--- config.mk ---
export PLATFORM = sky130hd
export DESIGN_NAME = block_sequencer
export DESIGN_NICKNAME = d
export VERILOG_FILES = /design/src/rtl/block_sequencer.sv
export SDC_FILE = /design/constraint.sdc
export NUM_CORES = 2
export LEC_CHECK = 0
export CORE_AREA = 2 2 430 304
export CTS_CLUSTER_SIZE = 40
export DETAILED_ROUTE_END_ITERATION = 6
export DIE_AREA = 0 0 432 306
export GPL_ROUTABILITY_DRIVEN = 0
export SLEW_MARGIN = 0
export SYNTH_ARGS = -nofsm -noshare
export SYNTH_HDL_FRONTEND = slang
export SYNTH_SLANG_ARGS = --single-unit
--- constraint.sdc ---
create_clock -name clk_i -period 113.9 [get_ports clk_i]
set_input_delay 22.78 -clock clk_i [delete_from_list [all_inputs] [get_ports clk_i]]
set_output_delay 22.78 -clock clk_i [all_outputs]
set_load 0.02 [all_outputs]
--- src/rtl/block_sequencer.sv ---
// Frame sequencer: splits an NxN image into MxM blocks, streams header/primary/watermark pixels to a block processor, writes its results back.
// Reads lead the pixel stream by one cycle; COLLECT waits for proc_new_pixel (optional BLK_SEQ_WATCHDOG_EN bounds that wait).
`timescale 1ns/1ps
module block_sequencer #(
    parameter int Data_Depth     = 8,
    parameter int Addr_Width     = 19,
    parameter int Max_Block_Size = 5184
) (
    input  logic                  clk_i,
    input  logic                  rst_i,
    input  logic                  start_i,
    input  logic [9:0]            cfg_n_i,
    input  logic [Data_Depth-1:0] cfg_m_i,
    input  logic                  hdr_wr_i,
    input  logic [3:0]            hdr_idx_i,
    input  logic [Data_Depth-1:0] hdr_data_i,
    output logic                  img_rd_o,
    output logic                  img_sel_o,
    output logic [Addr_Width-1:0] img_addr_o,
    input  logic [Data_Depth-1:0] img_data_i,
    output logic                  proc_rst_o,
    output logic                  proc_en_o,
    output logic [Data_Depth-1:0] proc_pixel_o,
    input  logic                  proc_new_pixel_i,
    input  logic [Data_Depth-1:0] proc_result_i,
    output logic                  out_we_o,
    output logic [Addr_Width-1:0] out_addr_o,
    output logic [Data_Depth-1:0] out_data_o,
    output logic                  busy_o,
    output logic                  done_o,
    output logic                  err_o
);
    localparam int CW = 2 * Data_Depth;

    typedef enum logic [2:0] {IDLE, PRST, PRE, HDR, PRIM, WMK, COLLECT, NEXT} state_t;

    state_t                state_q, state_d;
    logic [9:0]            n_q, n_d, m_q, m_d;
    logic [9:0]            brow_q, brow_d, bcol_q, bcol_d;
    logic [9:0]            rd_r_q, rd_r_d, rd_c_q, rd_c_d, wr_r_q, wr_r_d, wr_c_q, wr_c_d;
    logic                  rd_sel_q, rd_sel_d, first_q, first_d;
    logic [3:0]            hcnt_q, hcnt_d;
    logic [CW-1:0]         cnt_q, cnt_d, wcnt_q, wcnt_d;
    logic                  out_we_q, out_we_d, done_q, done_d, err_q, err_d;
    logic [Addr_Width-1:0] out_addr_q, out_addr_d;
    logic [Data_Depth-1:0] out_data_q, out_data_d;
    logic [Data_Depth-1:0] hdr_q [0:8];
`ifdef BLK_SEQ_WATCHDOG_EN
    logic [9:0]            wd_q, wd_d;
`endif

    logic                  img_rd, wd_trip, cfg_ok, last_blk;
    logic [31:0]           cn, cm;
    logic [CW-1:0]         mm, mm_last;
    logic [9:0]            m_last;
    logic [Addr_Width-1:0] rd_addr, wr_addr;

    assign cn      = 32'(cfg_n_i);
    assign cm      = 32'(cfg_m_i);
    assign cfg_ok  = (cm != 32'd0) && (cm <= cn) && ((cn % cm) == 32'd0) &&
                     ((cm * cm) <= 32'(Max_Block_Size));
    assign mm      = CW'(m_q) * CW'(m_q);
    assign mm_last = mm - CW'(1);
    assign m_last  = m_q - 10'd1;
    assign last_blk = (brow_q + m_q == n_q) && (bcol_q + m_q == n_q);
    // Block origin is kept in pixels (brow/bcol), so no multiply by M is needed here.
    assign rd_addr = Addr_Width'(brow_q + rd_r_q) * Addr_Width'(n_q) + Addr_Width'(bcol_q + rd_c_q);
    assign wr_addr = Addr_Width'(brow_q + wr_r_q) * Addr_Width'(n_q) + Addr_Width'(bcol_q + wr_c_q);

    always_comb begin
        state_d = state_q;   n_d = n_q;           m_d = m_q;         first_d = first_q;
        brow_d = brow_q;     bcol_d = bcol_q;     hcnt_d = hcnt_q;   cnt_d = cnt_q;
        wcnt_d = wcnt_q;     rd_r_d = rd_r_q;     rd_c_d = rd_c_q;   rd_sel_d = rd_sel_q;
        wr_r_d = wr_r_q;     wr_c_d = wr_c_q;     out_we_d = 1'b0;   out_addr_d = out_addr_q;
        out_data_d = out_data_q; done_d = 1'b0;   err_d = err_q;     wd_trip = 1'b0;
        img_rd = 1'b0;       proc_en_o = 1'b0;    proc_pixel_o = '0;
`ifdef BLK_SEQ_WATCHDOG_EN
        wd_d = wd_q;
`endif
        case (state_q)
            IDLE: if (start_i) begin
                if (cfg_ok) begin
                    n_d = cfg_n_i;  m_d = 10'(cfg_m_i);  err_d = 1'b0;  first_d = 1'b1;
                    brow_d = '0;  bcol_d = '0;  rd_r_d = '0;  rd_c_d = '0;  rd_sel_d = 1'b0;
                    wr_r_d = '0;  wr_c_d = '0;  cnt_d = '0;   wcnt_d = '0;  hcnt_d = '0;
                    state_d = PRST;
                end else begin
                    err_d = 1'b1;
                end
            end
            PRST: state_d = PRE;
            PRE: begin
                proc_en_o = 1'b1;
                cnt_d     = '0;
                hcnt_d    = '0;
                if (first_q) begin
                    state_d = HDR;
                end else begin
                    img_rd  = 1'b1;
                    state_d = PRIM;
                end
            end
            HDR: begin
                proc_en_o    = 1'b1;
                proc_pixel_o = hdr_q[hcnt_q];
                hcnt_d       = hcnt_q + 4'd1;
                if (hcnt_q == 4'd8) begin
                    img_rd  = 1'b1;
                    state_d = PRIM;
                end
            end
            PRIM: begin
                proc_en_o    = 1'b1;
                proc_pixel_o = img_data_i;
                img_rd       = 1'b1;
                cnt_d        = cnt_q + CW'(1);
                if (cnt_q == mm_last) begin
                    cnt_d   = '0;
                    state_d = WMK;
                end
            end
            WMK: begin
                proc_en_o    = 1'b1;
                proc_pixel_o = img_data_i;
                if (cnt_q == mm_last) begin
                    cnt_d   = '0;
                    state_d = COLLECT;
`ifdef BLK_SEQ_WATCHDOG_EN
                    wd_d    = '0;
`endif
                end else begin
                    img_rd = 1'b1;
                    cnt_d  = cnt_q + CW'(1);
                end
            end
            COLLECT: begin
                proc_en_o = 1'b1;
                if (proc_new_pixel_i) begin
                    out_we_d   = 1'b1;
                    out_addr_d = wr_addr;
                    out_data_d = proc_result_i;
                    wcnt_d     = wcnt_q + CW'(1);
                    if (wr_c_q == m_last) begin
                        wr_c_d = '0;
                        wr_r_d = (wr_r_q == m_last) ? 10'd0 : wr_r_q + 10'd1;
                    end else begin
                        wr_c_d = wr_c_q + 10'd1;
                    end
                    if (wcnt_q == mm_last) begin
                        wcnt_d  = '0;
                        state_d = NEXT;
                    end
                end
`ifdef BLK_SEQ_WATCHDOG_EN
                if (proc_new_pixel_i) begin
                    wd_d = '0;
                end else if (wd_q == 10'd1023) begin
                    wd_trip = 1'b1;
                    err_d   = 1'b1;
                    state_d = IDLE;
                end else begin
                    wd_d = wd_q + 10'd1;
                end
`endif
            end
            NEXT: begin
                first_d = 1'b0;
                if (last_blk) begin
                    done_d  = 1'b1;
                    state_d = IDLE;
                end else begin
                    if (bcol_q + m_q == n_q) begin
                        bcol_d = '0;
                        brow_d = brow_q + m_q;
                    end else begin
                        bcol_d = bcol_q + m_q;
                    end
                    state_d = PRE;
                end
            end
            default: state_d = IDLE;
        endcase
        // Read cursor walks primary block then watermark block, returning to origin.
        if (img_rd) begin
            if (rd_c_q == m_last) begin
                rd_c_d = '0;
                if (rd_r_q == m_last) begin
                    rd_r_d   = '0;
                    rd_sel_d = ~rd_sel_q;
                end else begin
                    rd_r_d = rd_r_q + 10'd1;
                end
            end else begin
                rd_c_d = rd_c_q + 10'd1;
            end
        end
    end

    always_ff @(posedge clk_i) begin
        if (rst_i) begin
            state_q <= IDLE;  n_q <= '0;  m_q <= '0;  first_q <= 1'b0;
            brow_q <= '0;  bcol_q <= '0;  hcnt_q <= '0;  cnt_q <= '0;  wcnt_q <= '0;
            rd_r_q <= '0;  rd_c_q <= '0;  rd_sel_q <= 1'b0;  wr_r_q <= '0;  wr_c_q <= '0;
            out_we_q <= 1'b0;  out_addr_q <= '0;  out_data_q <= '0;
            done_q <= 1'b0;  err_q <= 1'b0;
`ifdef BLK_SEQ_WATCHDOG_EN
            wd_q <= '0;
`endif
        end else begin
            state_q <= state_d;  n_q <= n_d;  m_q <= m_d;  first_q <= first_d;
            brow_q <= brow_d;  bcol_q <= bcol_d;  hcnt_q <= hcnt_d;  cnt_q <= cnt_d;  wcnt_q <= wcnt_d;
            rd_r_q <= rd_r_d;  rd_c_q <= rd_c_d;  rd_sel_q <= rd_sel_d;  wr_r_q <= wr_r_d;  wr_c_q <= wr_c_d;
            out_we_q <= out_we_d;  out_addr_q <= out_addr_d;  out_data_q <= out_data_d;
            done_q <= done_d;  err_q <= err_d;
`ifdef BLK_SEQ_WATCHDOG_EN
            wd_q <= wd_d;
`endif
        end
    end

    always_ff @(posedge clk_i) begin
        if (rst_i) begin
            for (int i = 0; i < 9; i++) hdr_q[i] <= '0;
        end else if (hdr_wr_i && state_q == IDLE && hdr_idx_i <= 4'd8) begin
            hdr_q[hdr_idx_i] <= hdr_data_i;
        end
    end

    assign img_rd_o   = img_rd;
    assign img_sel_o  = img_rd & rd_sel_q;
    assign img_addr_o = img_rd ? rd_addr : '0;
    assign proc_rst_o = rst_i | (state_q == PRST) | wd_trip;
    assign out_we_o   = out_we_q;
    assign out_addr_o = out_addr_q;
    assign out_data_o = out_data_q;
    assign busy_o     = (state_q != IDLE);
    assign done_o     = done_q;
    assign err_o      = err_q;
endmodule

==> results.json <==
{
  "crit_path_top_delay_cell": "or4_4",
  "timing.hold.worst.start": "out_addr_o[12]",
  "worst_ep_required_time_ps": 114400,
  "finalCritPeriodShare_pct": 93.71,
  "post_synth_instance_area_sq_um": 44600,
  "grt_pass1_vias": 38620,
  "dp.cells": 7220,
  "detailed_route_wire_length_on_metal_1_um": 66470,
  "cts_inserted_buffers": 28,
  "hpwlAfterDp_um": 102300,
  "drt_pass1_iterations": 6,
  "timing_hold_violations_final": 0,
  "cpPeakStageDelay_ps": 610,
  "grt_pass1_wl_um": 210900,
  "maxCapViolations": 0,
  "initial_core_util_pct": 34.88,
  "synth-edff-count": 128,
  "worstPathMaxFanout": 35,
  "htreeDepth": 1,
  "yosysWarningCount": 0,
  "drv_slew": 0,
  "worst_hold_path.endpoint": "out_addr_o[12]",
  "floorplan.rows": 110,
  "asyncSetResetFlopFracSynth_pct": 0,
  "die_area_sq_um": 132200,
  "cp.buffers_inverters": 19,
  "io-pin-count": 113,
  "layout_skew_ps": 23.02,
  "dr.first_iter.drc_count": 3340,
  "synth.top_cell.area_share_pct": 12.43,
  "timing.hold.worst.class": "flop to flop",
  "critical-path-top-cell-by-count": "o21a_1",
  "detail_route.wl_per_cell_um": 17.80,
  "netlist.top_cell.by_area": "ha_1",
  "r2r_cells": 30,
  "avg_vias_per_cell": 5.618,
  "synthCells": 5474,
  "met3RoutedLength_um": 7250,
  "post_synth.cell_area_avg_sq_um": 8.148,
  "fp.dieH_um": 306,
  "yosys_most_used_dff": "dfxtp_1",
  "whs_path_depth": 2,
  "fmax_mhz": 9.369,
  "wl_um": 129600,
  "initial_antenna_violation_count": 8,
  "final.min_clock_period_ps": 106730,
  "path_class": "primary input to flop",
  "critical-path-top-delay-family": "compound AO/OA/AOI/OAI gates",
  "kind_of_end_point_of_the_critical_path": "flop",
  "route.detailed.drc": 0,
  "highest_layer": "met4",
  "final-setup-viol-count": 0,
  "drive_gt1_share_pct": 6.364,
  "route.met2.wl_um": 54130,
  "root_buffer": "clkbuf_16",
  "placement.io_buffers": 112,
  "reg2reg_from": "m_q[0]",
  "cts_sinks": 281,
  "tightestPinTransition_ps": 1103,
  "design.final.nets": 6307,
  "setup_crit_start_kind": "primary input",
  "die_width_um": 432,
  "cts_tree": "yes",
  "route.antenna.remaining_nets": 0,
  "post_synth_num_cell_types": 133,
  "grt.total_usage_pct": 19.19,
  "max-clock-path-buffers": 3,
  "timing.max_slew.rel_slack_pct": 25.95,
  "critical_path_cell_count": 384,
  "via_count": 40890,
  "flop_and_latch_count_out_of_synthesis": 281,
  "clkLatencyLatePin_ps": 590,
  "cts.clk_slew.worst_paths_ps": 60,
  "crit_arrival_ps": 107240,
  "core_box_area_sq_um": 127900,
  "pin_count_of_the_biggest_net_entering_global_routing": 70,
  "netlist_top_cells_area": "ha_1 12%, fa_1 11%, edfxtp_1 8.6%",
  "overflow": 0,
  "run_status": "finished, final reports clean",
  "synth_seq_area_share_pct": 15.48,
  "r2r-end": "rd_c_q[8]",
  "area_growth_from_synthesis_to_layout_pct": 9.843,
  "number_of_standard_cells_in_the_final_layout_excluding_fillers": 7279,
  "r2r_setup_slack_ps": 104990
}
[cells in the final DEF (no fill, tap or decap), types with 52 or more instances in the layout]
cell type and count:
fa_1 239, nand4_1 63, dfxtp_1 152, xor2_1 128, or3_1 52, o31ai_1 86
o21a_1 159, nor3_1 215, nand3_1 119, nor4_1 57, nand2b_1 77, o21ai_0 154
xnor2_1 216, and2_1 225, conb_1 78, a21o_1 70, buf_4 61, o21ai_1 54
nand2_1 460, clkdlybuf4s50_1 107, nor2_1 488, and3_1 81, a21oi_1 334, ha_1 443
edfxtp_1 128, inv_1 375
[worst max-delay path by stage]
stage	startpoint	endpoint	slack, ps
floorplan	cfg_m_i[1]	cnt_q[14]	11760
global placement	cfg_m_i[7]	wr_r_q[3]	4350
detailed placement	cfg_m_i[2]	wr_r_q[3]	1440
CTS	cfg_m_i[2]	wr_r_q[3]	1740
global route	cfg_m_i[0]	cnt_q[15]	-30
finish	cfg_m_i[0]	wr_r_q[8]	7170
[per-layer routing]
| metal | global-route usage (%) | up-vias |
|---|---|---|
| met1 | 29.92 | 19620 |
| met3 | 2.077 | 101 |
| met5 | 0 | - |
| met2 | 28.81 | 1159 |
| li1 | - | 20010 |
| met4 | 2.399 | 0 |
[sequential cells by signal, summed over array words and instances (netlist names), named ones only]
| register | flops |
|---|---|
| hdr_q | 128 |
| out_addr_o | 19 |
| cnt_q | 16 |
| wcnt_q | 16 |
| bcol_q | 10 |
| brow_q | 10 |
| n_q | 10 |
| rd_c_q | 10 |
| rd_r_q | 10 |
| wr_c_q | 10 |
| wr_r_q | 10 |
| m_q | 8 |
| out_data_o | 8 |
| hcnt_q | 4 |
| state_q | 3 |
| done_o | 1 |
| err_o | 1 |
| first_q | 1 |
| out_we_o | 1 |
| rd_sel_q | 1 |
[metrics by stage]
step / setup slack, ps / hold WS (ps) / cell area [sq um] / utilization (%) / setup TNS [ps]
3_5_place_dp: 1437 / 445.9 / 47810 / 37.39 / 0
3_3_place_gp: 4346 / 441.7 / 47810 / 37.39 / 0
2_1_floorplan: 11760 / 460.3 / 44890 / - / 0
5_1_grt: -26.39 / 471.5 / 48990 / 38.31 / -75.47
4_1_cts: 1739 / 453.7 / 48760 / 38.13 / 0
6_report: 7168 / 449.8 / 48990 / 38.32 / 0
[worst register-to-register path, delay by kind of cell (launching register included)]
family	cells	cell delay (ps)
AO/OA/AOI/OAI	12	2560
buffers and inverters	4	1320
flip-flops	1	890
XOR/XNOR	2	430
AND/OR/NAND/NOR	7	1530
adder cells (fa/ha/maj)	5	2150
[cells by family (layout without fill, tap and decap cells)]
kind of cell	Yosys count	count (layout)	share of synthesized area (%)
and+or+nand+nor	2117	2117	24.40
AOI/OAI and AO/OA	1354	1354	20.96
adders and majority gates	682	682	23.15
buffers and inverters	560	603	4.867
xor gates and xnor gates	346	346	6.828
DFF	281	281	15.48
muxes	133	133	4.300
other	1	83	0.008408
[synthesized netlist by cell type, drive strengths merged, types with 22 or more instances]
master	count
a21o	70
o21a	159
inv	376
nand4	64
a31oi	45
xnor2	217
nor4	65
o31ai	86
nand3	126
a21oi	344
xor2	129
buf	47
and2	227
nand3b	22
o22ai	23
nand2	465
mux4	40
o21ai	213
or4	25
a21boi	25
and3	83
nor2	503
nor3	226
or3	54
o21bai	51
clkbuf	133
mux2	44
nand2b	77
or2	56
mux2i	49
a211o	22
dfxtp	153
o211ai	54
nor2b	34
a211oi	50
edfxtp	128
fa	239
ha	443
[what timing repair did]
| action | in CTS | in global routing |
|---|---|---|
| resized for setup | 0 | 52 |
| hold buffers | 0 | 0 |
| endpoints found under the setup margin | 0 | 124 |
| buffers inserted | 0 | 4 |
[area by class of cell]
cell class,instances,area [sq um]
antenna,5,12.51
fill,13060,78870
sequential,281,6908
tap,1680,2102
timing repair buffer,173,1590
inverter,380,1426
clock buffer,35,790.8
clock inverter,15,158.9
multi-input combinational,4710,36000
Power is not shown: default switching activity piles up to over one toggle a cycle in this logic, so the estimate is an artifact.
